**config.mk**
```make
export PLATFORM = sky130hd
export DESIGN_NAME = bsg_comm_link_client_arbiter
export DESIGN_NICKNAME = d
export VERILOG_FILES = /design/src/rtl/bsg_comm_link_client_arbiter.sv
export SDC_FILE = /design/constraint.sdc
export NUM_CORES = 1
export LEC_CHECK = 0
export CORE_ASPECT_RATIO = 1.2
export CORE_UTILIZATION = 43
export CTS_CLUSTER_DIAMETER = 100
export DETAILED_ROUTE_END_ITERATION = 10
export GPL_ROUTABILITY_DRIVEN = 1
export GPL_TIMING_DRIVEN = 0
export PLACE_DENSITY = 0.95
export SLEW_MARGIN = 20
export SYNTH_ARGS = -nofsm -noshare
export SYNTH_HDL_FRONTEND = slang
export SYNTH_SLANG_ARGS = --single-unit
```
**constraint.sdc**
```tcl
create_clock -name clk_i -period 5.9 [get_ports clk_i]
set_input_delay 1.475 -clock clk_i [delete_from_list [all_inputs] [get_ports clk_i]]
set_output_delay 1.475 -clock clk_i [all_outputs]
set_load 0.05 [all_outputs]
```
**src/rtl/bsg_comm_link_client_arbiter.sv**
```systemverilog
// Round-robin, packet-locked arbiter feeding the link's single core-side input.
// Zero-latency combinational datapath; stalls pass straight through to the granted client.
module bsg_comm_link_client_arbiter #(
   parameter int width_p       = 8,
   parameter int num_clients_p = 4,
   parameter int len_width_p   = 4
) (
   input  logic                               clk_i,
   input  logic                               async_reset_i,
   input  logic                               calib_done_i,
   input  logic [num_clients_p-1:0]           client_en_i,
   input  logic [num_clients_p-1:0]           client_v_i,
   input  logic [width_p*num_clients_p-1:0]   client_data_i,
   output logic [num_clients_p-1:0]           client_ready_o,
   output logic                               link_v_o,
   output logic [width_p-1:0]                 link_data_o,
   input  logic                               link_ready_i,
   output logic [$clog2(num_clients_p)-1:0]   grant_id_o,
   output logic                               abort_o
);

   localparam int id_w = $clog2(num_clients_p);
   localparam logic [id_w-1:0] last_id = id_w'(num_clients_p - 1);

   typedef enum logic {idle_s, lock_s} state_e;

   state_e                 state_r;
   logic [id_w-1:0]        rr_ptr_r, lock_id_r, winner, sel, cand;
   logic [len_width_p-1:0] remaining_r, hdr_len;
   logic [num_clients_p-1:0] elig;
   logic                   found, xfer;
   int                     j;

   function automatic logic [id_w-1:0] wrap_inc(input logic [id_w-1:0] id);
      return (id == last_id) ? '0 : id + 1'b1;
   endfunction

   // First eligible client scanning upward from rr_ptr, wrapping at num_clients_p.
   always_comb begin
      elig   = client_v_i & client_en_i & {num_clients_p{calib_done_i}};
      found  = 1'b0;
      winner = '0;
      cand   = '0;
      j      = 0;
      for (int i = 0; i < num_clients_p; i++) begin
         j = int'(rr_ptr_r) + i;
         if (j >= num_clients_p) j = j - num_clients_p;
         cand = id_w'(j);
         if (!found && elig[cand]) begin
            found  = 1'b1;
            winner = cand;
         end
      end
   end

   always_comb begin
      sel            = (state_r == lock_s) ? lock_id_r : winner;
      link_v_o       = calib_done_i & ((state_r == lock_s) ? client_v_i[lock_id_r] : found);
      grant_id_o     = link_v_o ? sel : '0;
      link_data_o    = '0;
      client_ready_o = '0;
      for (int i = 0; i < num_clients_p; i++) begin
         if (link_v_o && sel == id_w'(i)) begin
            link_data_o       = client_data_i[i*width_p +: width_p];
            client_ready_o[i] = link_ready_i;
         end
      end
      xfer    = link_v_o & link_ready_i;
      hdr_len = link_data_o[len_width_p-1:0];
      abort_o = (state_r == lock_s) & ~calib_done_i;
   end

   always_ff @(posedge clk_i or posedge async_reset_i) begin
      if (async_reset_i) begin
         state_r     <= idle_s;
         rr_ptr_r    <= '0;
         lock_id_r   <= '0;
         remaining_r <= '0;
      end else if (!calib_done_i) begin
         // Calibration loss cuts any open packet; rr_ptr deliberately untouched.
         if (state_r == lock_s) begin
            state_r     <= idle_s;
            remaining_r <= '0;
         end
      end else begin
         case (state_r)
            idle_s: if (xfer) begin
               if (hdr_len == '0) begin
                  rr_ptr_r <= wrap_inc(winner);
               end else begin
                  state_r     <= lock_s;
                  remaining_r <= hdr_len;
                  lock_id_r   <= winner;
               end
            end
            lock_s: if (xfer) begin
               remaining_r <= remaining_r - 1'b1;
               if (remaining_r == len_width_p'(1)) begin
                  state_r  <= idle_s;
                  rr_ptr_r <= wrap_inc(lock_id_r);
               end
            end
            default: state_r <= idle_s;
         endcase
      end
   end

endmodule
```
; ---- Word-level counts from Yosys, hierarchy flattened
; Index checks and enable logic that the tools add are counted.
[totals]
ff_bits = 9
latchBits = 0
ramBits = 0
romBits = 0
in_bits = 44
out_inout_bits = 16
word_cells = 112
mem_count = 0
[op_classes]
addsub = 10
n_mul = 0
n_div = 0
magnitude_cmp = 9
n_eq_ne = 13
n_shift = 0
n_mux = 52
n_bitwise = 8
n_reduce_logical = 16
[op_table]
columns = cell, n
row1 = $mux 2, 16
row2 = $mux 8, 4
row3 = $mux 4, 5
row4 = $mux 1, 19
row5 = $lt 2x3->1 const B, 5
row6 = $bmux 1 s2, 5
row7 = $ge 3x3->1 const B, 3
row8 = $and 4x4->4, 2
row9 = $eq 2x2->1 const B, 4
row10 = $pmux 4 s2, 1
row11 = $reduce_and 4->1, 2
row12 = $sub 2x1->2 const B, 4
row13 = $logic_and 1x1->1, 7
row14 = $add 2x2->3 const B, 2
row15 = $ne 3x3->1 const B, 2
row16 = $reduce_and 5->1, 1
row17 = $add 2x1->2 const B, 2
row18 = $eq 4x1->1 const B, 1
row19 = $logic_not 4->1, 1
row20 = $ne 2x1->1 const B, 2
row21 = $ne 2x2->1 const B, 2
row22 = $pmux 2 s2, 1
row23 = $sub 4x1->4 const B, 1
row24 = $add 2x1->3 const B, 1
row25 = other kinds (9), 15

; ---- Depth between registers and ports, before layout
; Gate-level depths: netlist of the first run.
[logic_depth]
word_depth = 26
ltp_mapped = 10
mapped_depth_nobuf = 10

; ---- Least setup slack after synthesis of the first run
; OpenSTA, ideal clock, no wires.
[synth_timing]
path_type = input-to-output
start = input port client_v_i[0]
end = output port link_data_o[6]
arrival_ps = 3624
t_required_ps = 4425
slack_ps = 801
path_stages = 9
n_path_buf = 2
cell_sequence = and2_4 -> and2_1 -> mux4_2 -> o31a_1 -> buf_2 -> clkbuf_1 -> mux2i_1 -> o21ai_0 -> a22o_1
[synth_via]
elab_chain_len = 21
word_cells_on_any_way = 41
classes_between = eq/ne (3) / mux (24) / bitwise (3) / reduce/logical (11)
[synth_lines]
columns = item, line
row1 = from (decl), 12  ; input logic [num_clients_p-1:0] client_v_i,
row2 = $and 4x4->4 (2 in series), 40  ; elig = client_v_i & client_en_i & {num_clients_p{calib_done_i}};
row3 = $bmux 1 s2, 49  ; if (!found && elig[cand]) begin
row4 = $mux 1 (not written as such), 49
row5 = $mux 1, 49
row6 = $logic_not 1->1, 49
row7 = $logic_and 1x1->1, 49
row8 = $mux 1, 49
row9 = $logic_not 1->1, 49
row10 = (+2 left out), n/a
row11 = $logic_not 1->1, 49
row12 = $logic_and 1x1->1, 49
row13 = $mux 1 or $mux 2 (tied branches), 49
row14 = $mux 1 or $mux 2 (tied branches), "58, 57"
row15 = $and 1x1->1 or $logic_not 2->1 (tied branches), "58, 63"
row16 = $logic_and 1x1->1, 63  ; if (link_v_o && sel == id_w'(i)) begin
row17 = $mux 8 (3 in series), 63
row18 = $mux 8 *, 63
row19 = to (decl), 16  ; output logic [width_p-1:0] link_data_o,
; Every way passes the cells marked *; elsewhere a longest branch is shown, timed or not. The select of a mux whose other input is x is not followed.

; ---- Worst setup path after layout of the first run
[layout_timing]
start = input port client_v_i[0]
end = output port link_data_o[0]
; The elaborated chain is that of the path after synthesis.

==> results of run 1 <==
## synthesized netlist by cell type (2+ instances only)
cell type	number	area [sq um]
mux2i_1	9	90.1
mux2_2	4	45.0
ha_1	2	25.0
nor2b_1	2	12.5
and2_0	2	12.5
dfrtp_1	9	225
mux2_1	2	22.5
xor2_1	2	17.5
nand3_1	4	20.0
a221o_1	2	20.0
a21boi_0	3	22.5
clkbuf_1	5	18.8
a21oi_1	5	25.0
nor2_1	8	30.0
and2_1	7	43.8
nand2_1	16	60.1
o21ai_0	9	45.0
nor3_1	5	25.0
inv_1	8	30.0
a22o_1	10	87.6
and3_1	3	18.8
## registers in the layout, indices dropped and copies added, names as in the netlist
name,count
remaining_r,4
lock_id_r,2
state_r,1
rr_ptr_r,2
## cell families after synthesis
| group | count (synthesis) | share of synthesized area [%] |
|---|---|---|
| simple gates | 52 | 23.7 |
| compound gates | 44 | 30.1 |
| mux | 17 | 17.0 |
| buf+inv | 15 | 5.02 |
| flops | 9 | 19.7 |
| xor+xnor | 3 | 2.29 |
| fa+ha+maj | 2 | 2.18 |
## stage by stage
step	std cells	setup WS (ps)	setup TNS, ps	util, %
5_1_grt	238	5.41	0	72.2
6_report	238	125	0	72.2
4_1_cts	238	-59.8	-68.9	71.9
3_5_place_dp	234	-442	-3010	70.3
2_1_floorplan	142	801	0	-
3_3_place_gp	234	-396	-2310	70.3
## power by group through the flow
stage                     clock [uW]  sequential (uW)  combinational (uW)
after global routing            50.1              116                 284
final                           46.1              114                 264
after detailed placement           0              113                 262
after CTS                       47.7              112                 262
after floorplan                    0              104                 184
after global placement             0              110                 254
## layer usage
layer | track usage [%] | share of wire (%)
met5 | 0 | 0
met1 | 26.7 | 40
met2 | 47.7 | 53
met4 | 10.9 | 2.0
met3 | 5.17 | 5.0
## cells in the final DEF (no fill, tap or decap), types with 3 or more instances in the layout
master and instances:
a21boi_0 3, a21oi_1 5, a22o_1 10, and2_1 7, and3_1 3, buf_2 4
clkbuf_1 4, clkbuf_4 3, clkdlybuf4s50_1 46, dfrtp_1 9, dlygate4sd2_1 6, inv_1 8
mux2_2 4, mux2i_1 8, nand2_1 16, nand3_1 4, nor2_1 7, nor3_1 5
o21ai_0 9
## cell type report
class	count	area, sq um
Tap cell	33	41.3
Fill cell	194	703
Buffer	6	26.3
Clock buffer	4	26.3
Multi-Input combinational cell	118	891
Inverter	9	33.8
Timing Repair Buffer	59	581
Sequential cell	9	225
## worst max path at each step
| stage | from | endpoint | slack, ps |
|---|---|---|---|
| detailed placement | client_v_i[2] | link_data_o[5] | -440 |
| finish | client_v_i[0] | link_data_o[0] | 120 |
| global route | client_v_i[3] | link_data_o[0] | 5 |
| CTS | client_v_i[2] | link_data_o[3] | -60 |
| global placement | client_v_i[2] | link_data_o[5] | -400 |
| floorplan | client_v_i[0] | link_data_o[6] | 800 |
==> impl_results.md, run 1 <==
* Final #Nets at 252
* CP Class: input pin to primary output
* Min-Delay Endpoint: remaining_r[1]
* Worst Max-Slew Pin Slew at 563 ps
* Core area at between 2000 and 3000 sq um
* Pwr Density at 232 nW/um^2
* Drt total wl at 3640 um
* # hold bufs at CTS at 0
* Switching Fraction at between 40% and 50%
* Status: finished clean
* H-Tree Depth at 1
* Crit path largest cell delay at 490 ps
* Register bit total from synthesis at 9
* Worst Path Required at roughly 4400 ps
* NetSw at 193 uW
* Gr usage total at approximately a quarter
* # clock sinks at 9
* Critical-path cell with the highest stage delay: mux4_2
* Crit Reg-Reg Startpoint: lock_id_r[0]
* Logic pwr share at 62.3%
* Setup bufs post-CTS at 0
* Antenna Nets Post-Route at 0
* Mapped Cells at 142
* HP Class: flip-flop to flip-flop
* Yosys warns at 0
* Share of cells above drive strength 1 at around 14%
* Final hold vios at 0
* Power Internal at around 230 uW
* GPL Wtd Cong at between 0.9 and 1
* CP max FO at 7
* Drt drc at 0
* DP HPWL at 2890 um
* Post_cts resized at 26
* Unrepaired setup endpoints after global routing: false
* Placed Instance Area at between 1500 and 2000 sq um
* Initial Utilization at between 40% and 50%
* Initial antenna violation count at 0
* Register area share after synthesis at a little under 20%
* Area growth, synth to finish at 59.2%
* Final instance area at approximately 1800 sq um
* Synthesized cell area at between 1000 and 1500 sq um
* Top delay family on crit path: buffers and inverters
* DR pass1 iterations at 4
* Design Power at 424 uW
* Critical path, cell by cell: clkdlybuf4s50_1, and2_4, and2_1, mux4_2, o31a_1, buf_2, mux2_4, o211ai_2, inv_1, dlygate4sd2_1
* Pin count of the biggest net entering global routing at 11
* Startpoint Class: input pin
* Rel. slew slack at roughly 62%
* Ys flop type: dfrtp_1
* Avg Cell Area, Syn at ~8.1 sq um
* Cell count along the critical path at 10
* Post-synth EDFFs at 0
* Minimum clock period at roughly 5800 ps
* CTS tree: built
* Share of flip-flops with an asynchronous set or reset at 100%
* Ratio of final minimum period to clock period at 97.9%
* Worst Skew at about 6.1 ps
* WHS at 552 ps
* Die height at 58.6 um
* Synth unique cells at 46
* Critical Path End Type: primary output
* Reg2reg end: rr_ptr_r[1]
* Clock Pin Slew Worst Setup and Hold Paths at about 60 ps
* Root Driver: clkbuf_4
* Hold Crit Depth at 1
* Fmax at 173 MHz
* Count of final setup violators at 0
* Total CTS buffers at 3
* Critical path arrival at ~4300 ps
* I/O pins at 60
* Flop pwr share at 26.8%
* Max-Cap Viols at 0
* Die area at about 2900 sq um
* First-pass GRT wire length at 5680 um
* Drt via density at 5.74
* Die Wd at approximately 49 um
* Row cnt at 20
* Antenna Cells at 0
* Share of power burned in the clock network at 10.9%
* DR vias at between 1k and 1.5k
* VDD IR max at between 0.2 and 0.25 mV
* Leak Pwr at approximately 0.00086 uW
* Remaining global-route overflow at 0
* IO Port Bufs at 59
* DRT iter0 DRCs at 42
* FF-to-FF setup slack at about 2800 ps
* Clock latency on the worst-skew pair at roughly 260 ps
* Slew Limit Fails at 0
* Worst Reg-to-Reg Cells at 9
* CP bufs+invs at 4
* Worst-case clock buffer depth at 2
* Vias in the first global route at between 1k and 1.5k
* Hold path start: remaining_r[1]
* Post-Syn Nets at between 150 and 200
* Wirelength per Cell at approximately 15 um
No activity file was read; power rests on OpenSTA's default activity.
==> inputs of run 2 (changes only) <==
ABC_AREA = 1   (was unset)
CORE_ASPECT_RATIO = 0.6   (was 1.2)
CORE_UTILIZATION = 45   (was 43)
PLACE_DENSITY = 0.9   (was 0.95)
clock period = 7 ns   (was 5.9 ns; I/O delays follow)
==> run 2 against run 1 <==
Effect of this change: critical path depth is 5 higher; count of clock-buffer cells in the layout stayed put; clock skew decreased by 1.4 ps; hold slack worse by 23 ps; die area grew 32%; register-to-register slack improved by 1700 ps; critical path type unchanged.
==> impl_results.md, run 2 <==
* # hold bufs at CTS at 0 (unchanged)
* Die area at 3790 sq um (+32%)
* IO Port Bufs at 59 (unchanged)
* GPL Wtd Cong at 0.931 (+2.6%)
* Synth Area in Adders at 1.57% (-0.61 points)
* Register area share after synthesis at 14.1% (-5.5 points)
* Avg Cell Area, Syn at 6.75 sq um (-16%)
* Crit path largest cell delay at 830 ps (+340 ps)
* Die height at 48.1 um (-18%)
* Most Frequent Cell on Critical Path: nand2_1
* Unrepaired setup endpoints after global routing: false
* Antenna Nets Post-Route at 0 (unchanged)
* CTS tree: built
* Setup bufs post-CTS at 0 (unchanged)
* Max FFs per register at 4 (unchanged)
* Critical Path End Type: primary output
* Worst-case clock buffer depth at 2 (unchanged)
* Synthesized cell area at 1590 sq um (+39%)
* Drt via density at 5.33 (-7.2%)
* Total CTS buffers at 3 (unchanged)
* DR vias at 1833 (+34%)
* Worst Max-Slew Pin Slew at 521 ps (-42.0 ps)
* First-pass GRT wire length at 6710 um (+18%)
* Status: finished clean
* Biggest regs: remaining_r (4), lock_id_r (2), rr_ptr_r (2)
* Largest family of logic cells by synthesized area: simple AND/OR/NAND/NOR gates
* Mapped Cells at 236 (+66%)
* Ys flop type: dfrtp_1
* Critical-path cell with the highest stage delay: clkdlybuf4s50_1
* Remaining global-route overflow at 0 (unchanged)
* Post-synth EDFFs at 0 (unchanged)
* Critical path, cell by cell: clkdlybuf4s50_1, nand3_1, nand2_1, nand2_1, nand2_1, nand2_2, nand2_1, nor2_1, o21ai_2, buf_6, nand3_4, nor2_8, nand2_2, nand4_4, clkdlybuf4s50_1
* Count leader, synth: nand2_1
* Fraction of synthesized area in multiplexers at 0% (-17 points)
* Crit Reg-Reg Startpoint: rr_ptr_r[0]
* DR pass1 iterations at 5 (+1)
* Synth unique cells at 34 (-26%)
* HP Class: flip-flop to flip-flop
* Leading area contributor after synthesis: nand2_1
* DRT iter0 DRCs at 151 (+260%)
* Area growth, synth to finish at 43.4%
* I/O pins at 60 (unchanged)
* DP HPWL at 3780 um (+31%)
* Wirelength per Cell at 13.0 um (-15%)
* Worst Reg-to-Reg Cells at 19 (+10)
* Vias in the first global route at 1408 (+6.8%)
* Drt drc at 0 (unchanged)
* Die Wd at 78.8 um (+60%)
* Share of cells above drive strength 1 at 17.7% (+3.6 points)
* Rel. slew slack at 65.1% (+2.8 points)
* Yosys warns at 0 (unchanged)
* Row cnt at 16 (-20%)
* Worst Path Required at 5250 ps (+820 ps)
* Most common cell after layout, fill and taps aside: nand2_1
* Setup TNS at 0 ps (unchanged)
* Initial Utilization at 48.0% (+2.6 points)
* Final hold vios at 0 (unchanged)
* Share of flip-flops with an asynchronous set or reset at 100% (unchanged)
* Reg2reg end: remaining_r[2]
* Gr usage total at 23.2% (-2.0 points)
* Register bit total from synthesis at 9 (unchanged)
* Clock Pin Slew Worst Setup and Hold Paths at 50 ps (about the same)
* Post-Syn Nets at 282 (+50%)
* H-Tree Depth at 1 (unchanged)
* Post_cts resized at 0 (-100%)
* Synth Area in XOR/XNOR at 1.10% (-1.2 points)
* Slew Limit Fails at 0 (unchanged)
* Final #Nets at 346 (+37%)
* Most frequent cells in the layout: nand2_1, clkdlybuf4s50_1, nand3_1
* Final worst slack at 574 ps (+449 ps)
* Compound-gate portion of the synthesized area at 5.10% (-25 points)
* CP Class: input pin to primary output
* Count of final setup violators at 0 (unchanged)
* # clock sinks at 9 (unchanged)
* Clock latency on the worst-skew pair at 230 ps (-30 ps)
* Minimum clock period at 6430 ps
* Root Driver: clkbuf_8
* Pin count of the biggest net entering global routing at 11 (unchanged)
* Initial antenna violation count at 0 (unchanged)
* Crit path launch: calib_done_i
* Final Util at 68.8% (-3.4 points)
* Core area at 3320 sq um (+31%)
* Critical path arrival at 4680 ps (+380 ps)
* Setup crit end: link_data_o[1]
* Top cells by count, synth: nand2_1, nand3_1, inv_1
* Ratio of final minimum period to clock period at 91.8%
* CP max FO at 10 (+3)
* Antenna Cells at 0 (unchanged)
* Reg with most FFs: remaining_r
* Post-synthesis simple-gate area fraction at 67.9% (+44 points)
* Max-Cap Viols at 0 (unchanged)
* Worst Skew at 4.69 ps (-1.37 ps)
* Drt total wl at 4470 um (+23%)
* Largest cells by area after synthesis: nand2_1, dfrtp_1, nand4_1
* Area share of the largest cell type after synthesis at 20.5% (+0.84 points)
* Worst slack, placed at 578 ps (+1020 ps)
* Fmax at ~160 MHz
* FF-to-FF setup slack at 4500 ps (+1670 ps)
* Startpoint Class: input pin
==> run 2: layout make-up <==
cell class,instances,area (sq um)
plain buffers,6,57.6
clock buffers,4,45.0
fillers,280,1040
inverters,26,105
multi-input cells,195,1210
flip-flops and latches,9,225
well taps,45,56.3
repair buffers,59,591
==> run 2: worst min-delay path by stage <==
stage / startpoint / endpoint / slack (ps) / cells past startpoint
finish: remaining_r[1] / remaining_r[1] / 530 / 2
global route: remaining_r[1] / remaining_r[1] / 560 / 2
CTS: remaining_r[1] / remaining_r[1] / 530 / 2
detailed placement: remaining_r[1] / remaining_r[1] / 520 / 2
global placement: remaining_r[1] / remaining_r[1] / 530 / 2
floorplan: remaining_r[1] / remaining_r[1] / 490 / 2
==> run 2: per-stage QoR <==
step | instance area (sq um) | std cells | hold slack (ps)
global route | 2290 | 344 | 563
CTS | 2290 | 344 | 533
floorplan | 1590 | 236 | 492
global placement | 2240 | 340 | 527
finish | 2290 | 344 | 529
detailed placement | 2240 | 340 | 522
==> run 2: critical path, delay by kind of cell <==
| kind | cells | cell delay (ps) |
|---|---|---|
| AO/OA/AOI/OAI | 1 | 190 |
| buffers and inverters | 3 | 1580 |
| AND/OR/NAND/NOR | 11 | 1130 |
==> run 2: routing by layer <==
| metal | wire (um) | GRT usage, % | part of all wire, % | vias up |
|---|---|---|---|---|
| met5 | 0 | 0 | 0 | - |
| met4 | 28 | 5.82 | 0.63 | 0 |
| met3 | 276 | 1.31 | 6.2 | 4 |
| met2 | 1930 | 34.1 | 43 | 73 |
| met1 | 2240 | 36.9 | 50 | 837 |
| li1 | - | - | - | 919 |
==> run 2: cells by family (layout without fill, tap and decap cells) <==
kind of cell	after synthesis	after routing
fa+ha+maj	2	2
compound gates	12	12
simple gates	179	179
buf+inv	32	95
xor+xnor	2	2
flops	9	9
Power of run 2 is not shown: default switching activity piles up to over one toggle a cycle in this logic, so the estimate is an artifact.
==> inputs of run 3 (changes only) <==
ABC_AREA = unset   (was 1)
CORE_UTILIZATION = 43   (was 45)
PLACE_DENSITY = 0.95   (was 0.9)
==> run 3 against run 2 <==
Effect of this change: clock skew decreased by 3.0 ps; first-iteration DRC count decreased by 48%; via count decreased by 25%; critical path type unchanged; largest cell class unchanged; highest routed layer unchanged.
==> impl_results.md, run 3 (synthesized netlist as in run 1, its figures left out) <==
* Status: finished clean
* Reg with most FFs: remaining_r
* Final hold vios at 0 (unchanged)
* Worst Skew at 1.73 ps (-2.97 ps)
* Wirelength per Cell at 15.7 um (+21%)
* Post_cts resized at 0 (unchanged)
* CP Class: input pin to primary output
* Die Wd at 68.7 um (-13%)
* Drt drc at 0 (unchanged)
* Most frequent cells in the layout: clkdlybuf4s50_1, nand2_1, a22o_1
* DR pass1 iterations at 4 (-1)
* Hold path start: remaining_r[1]
* Final instance area at 1830 sq um (-20%)
* Clock Pin Slew Worst Setup and Hold Paths at 50 ps (about the same)
* I/O pins at 60 (unchanged)
* Ratio of final minimum period to clock period at 96.7% (+4.9 points)
* Minimum clock period at 6770 ps (+342 ps)
* Fill cells at 186 (-34%)
* Initial antenna violation count at 0 (unchanged)
* Reg2reg end: rr_ptr_r[0]
* Crit Reg-Reg Startpoint: lock_id_r[0]
* # clock sinks at 9 (unchanged)
* HP Class: flip-flop to flip-flop
* Fmax at 148 MHz (-5.1%)
* CTS tree: built
* Hold Crit Depth at 1 (-1)
* Most common cell after layout, fill and taps aside: clkdlybuf4s50_1
* Clock latency on the worst-skew pair at 230 ps (about the same)
* Critical path arrival at 5020 ps (+340 ps)
* Unrepaired setup endpoints after global routing: false
* First-pass GRT wire length at 5820 um (-13%)
* Worst Path Required at 5250 ps (about the same)
* Worst Reg-to-Reg Cells at 9 (-10)
* DP HPWL at 3050 um (-19%)
* Share of cells above drive strength 1 at 8.78% (-8.9 points)
* Die height at 42.0 um (-13%)
* # hold bufs at CTS at 0 (unchanged)
* Worst slack, placed at 126 ps (-452 ps)
* Slew Limit Fails at 0 (unchanged)
* Biggest regs: remaining_r (4), lock_id_r (2), rr_ptr_r (2)
* Min-Delay Endpoint: remaining_r[1]
* VDD IR max at approximately 0.23 mV
* Die area at 2880 sq um (-24%)
* GPL Wtd Cong at 0.841 (-9.7%)
* Final #Nets at 252 (-27%)
* DR vias at 1382 (-25%)
* H-Tree Depth at 1 (unchanged)
* Area growth, synth to finish at 60.0%
* Worst-case clock buffer depth at 2 (unchanged)
* Pin count of the biggest net entering global routing at 11 (unchanged)
* Worst Max-Slew Pin Slew at 915 ps (+394 ps)
* Antenna Nets Post-Route at 0 (unchanged)
* Placed Instance Area at 1780 sq um (-21%)
* Drt via density at 5.83 (+9.4%)
* Vias in the first global route at 1282 (-8.9%)
* Gr usage total at 26.8% (+3.6 points)
* Pwr Density at ~210 nW/um^2
* CP max FO at 10 (unchanged)
* Drt total wl at 3730 um (-17%)
* Setup bufs post-CTS at 0 (unchanged)
* Final worst slack at 232 ps (-342 ps)
* Count of final setup violators at 0 (unchanged)
* Max-Cap Viols at 0 (unchanged)
* Remaining global-route overflow at 0 (unchanged)
* Startpoint Class: input pin
* Setup TNS at 0 ps (unchanged)
* Antenna Cells at 0 (unchanged)
* IO Port Bufs at 59 (unchanged)
* DRT iter0 DRCs at 78 (-48%)
* Rel. slew slack at 38.4% (-27 points)
* Final Util at 72.7% (+3.9 points)
* Row cnt at 14 (-2)
* Max FFs per register at 4 (unchanged)
* Critical Path End Type: primary output
* Initial Utilization at 45.4% (-2.5 points)
* FF-to-FF setup slack at 3900 ps (-600 ps)
* Core area at 2520 sq um (-24%)
* Root Driver: clkbuf_8
* Total CTS buffers at 3 (unchanged)
* Leak Pwr at slightly below 0.0009 uW
## run 3: cell count changes in the layout (fill, tap and decap cells not counted), sizes merged, moves of 7 or more
cell   delta
a22o     +10
nand4    -25
inv      -16
nand3    -26
nor2      -8
nand2    -84
mux2i     +9
and2     +10
mux2      +7
## run 3: area by class of cell
cell class | instances | area [sq um] | share of cell area [%]
buffer | 6 | 23.8 | 1.30
clock buffer | 4 | 45.0 | 2.46
inverter | 9 | 33.8 | 1.84
multi-input combinational | 118 | 863 | 47.1
sequential | 9 | 225 | 12.3
tap | 32 | 40.0 | 2.18
timing repair buffer | 59 | 603 | 32.9
## run 3: report_power, final
group | total [uW] | internal [uW] | switching (uW) | leakage (uW)
Clock | 61.5 | 39.8 | 21.7 | 0.0000228
Combinational | 224 | 105 | 119 | 0.000746
Sequential | 94.4 | 70.0 | 24.4 | 0.000114
Total | 380 | 215 | 165 | 0.000883
## run 3: worst max-delay path by stage
| stage | cells past startpoint | slack (ps) | to | startpoint |
|---|---|---|---|---|
| after floorplan | 9 | 1350 | link_data_o[6] | client_v_i[0] |
| after global placement | 10 | 170 | link_data_o[7] | client_v_i[0] |
| after detailed placement | 10 | 130 | link_data_o[5] | client_v_i[3] |
| after CTS | 10 | 100 | link_data_o[6] | client_v_i[3] |
| after global routing | 9 | 10 | link_data_o[3] | calib_done_i |
| final | 9 | 230 | link_data_o[3] | calib_done_i |
## run 3: stage by stage
stage	hold WS, ps	total power [uW]	instances
3_5_place_dp	517	317	233
5_1_grt	575	405	237
6_report	539	380	237
2_1_floorplan	489	243	142
3_3_place_gp	518	307	233
4_1_cts	538	380	237
## run 3: critical path: stages
cell and delay (ps):
clkdlybuf4s50_1 520, clkbuf_1 410, o31ai_1 200, nor3_1 310, clkbuf_1 420, a21boi_0 300
mux2i_1 210, inv_1 90, clkdlybuf4s50_1 800
## run 3: routing by layer
layer	wire length (um)	vias to the layer above	track usage, %
li1	-	654	-
met2	1750	74	42.4
met1	1650	648	37.8
met4	44	0	4.17
met5	0	-	0
met3	278	6	5.98
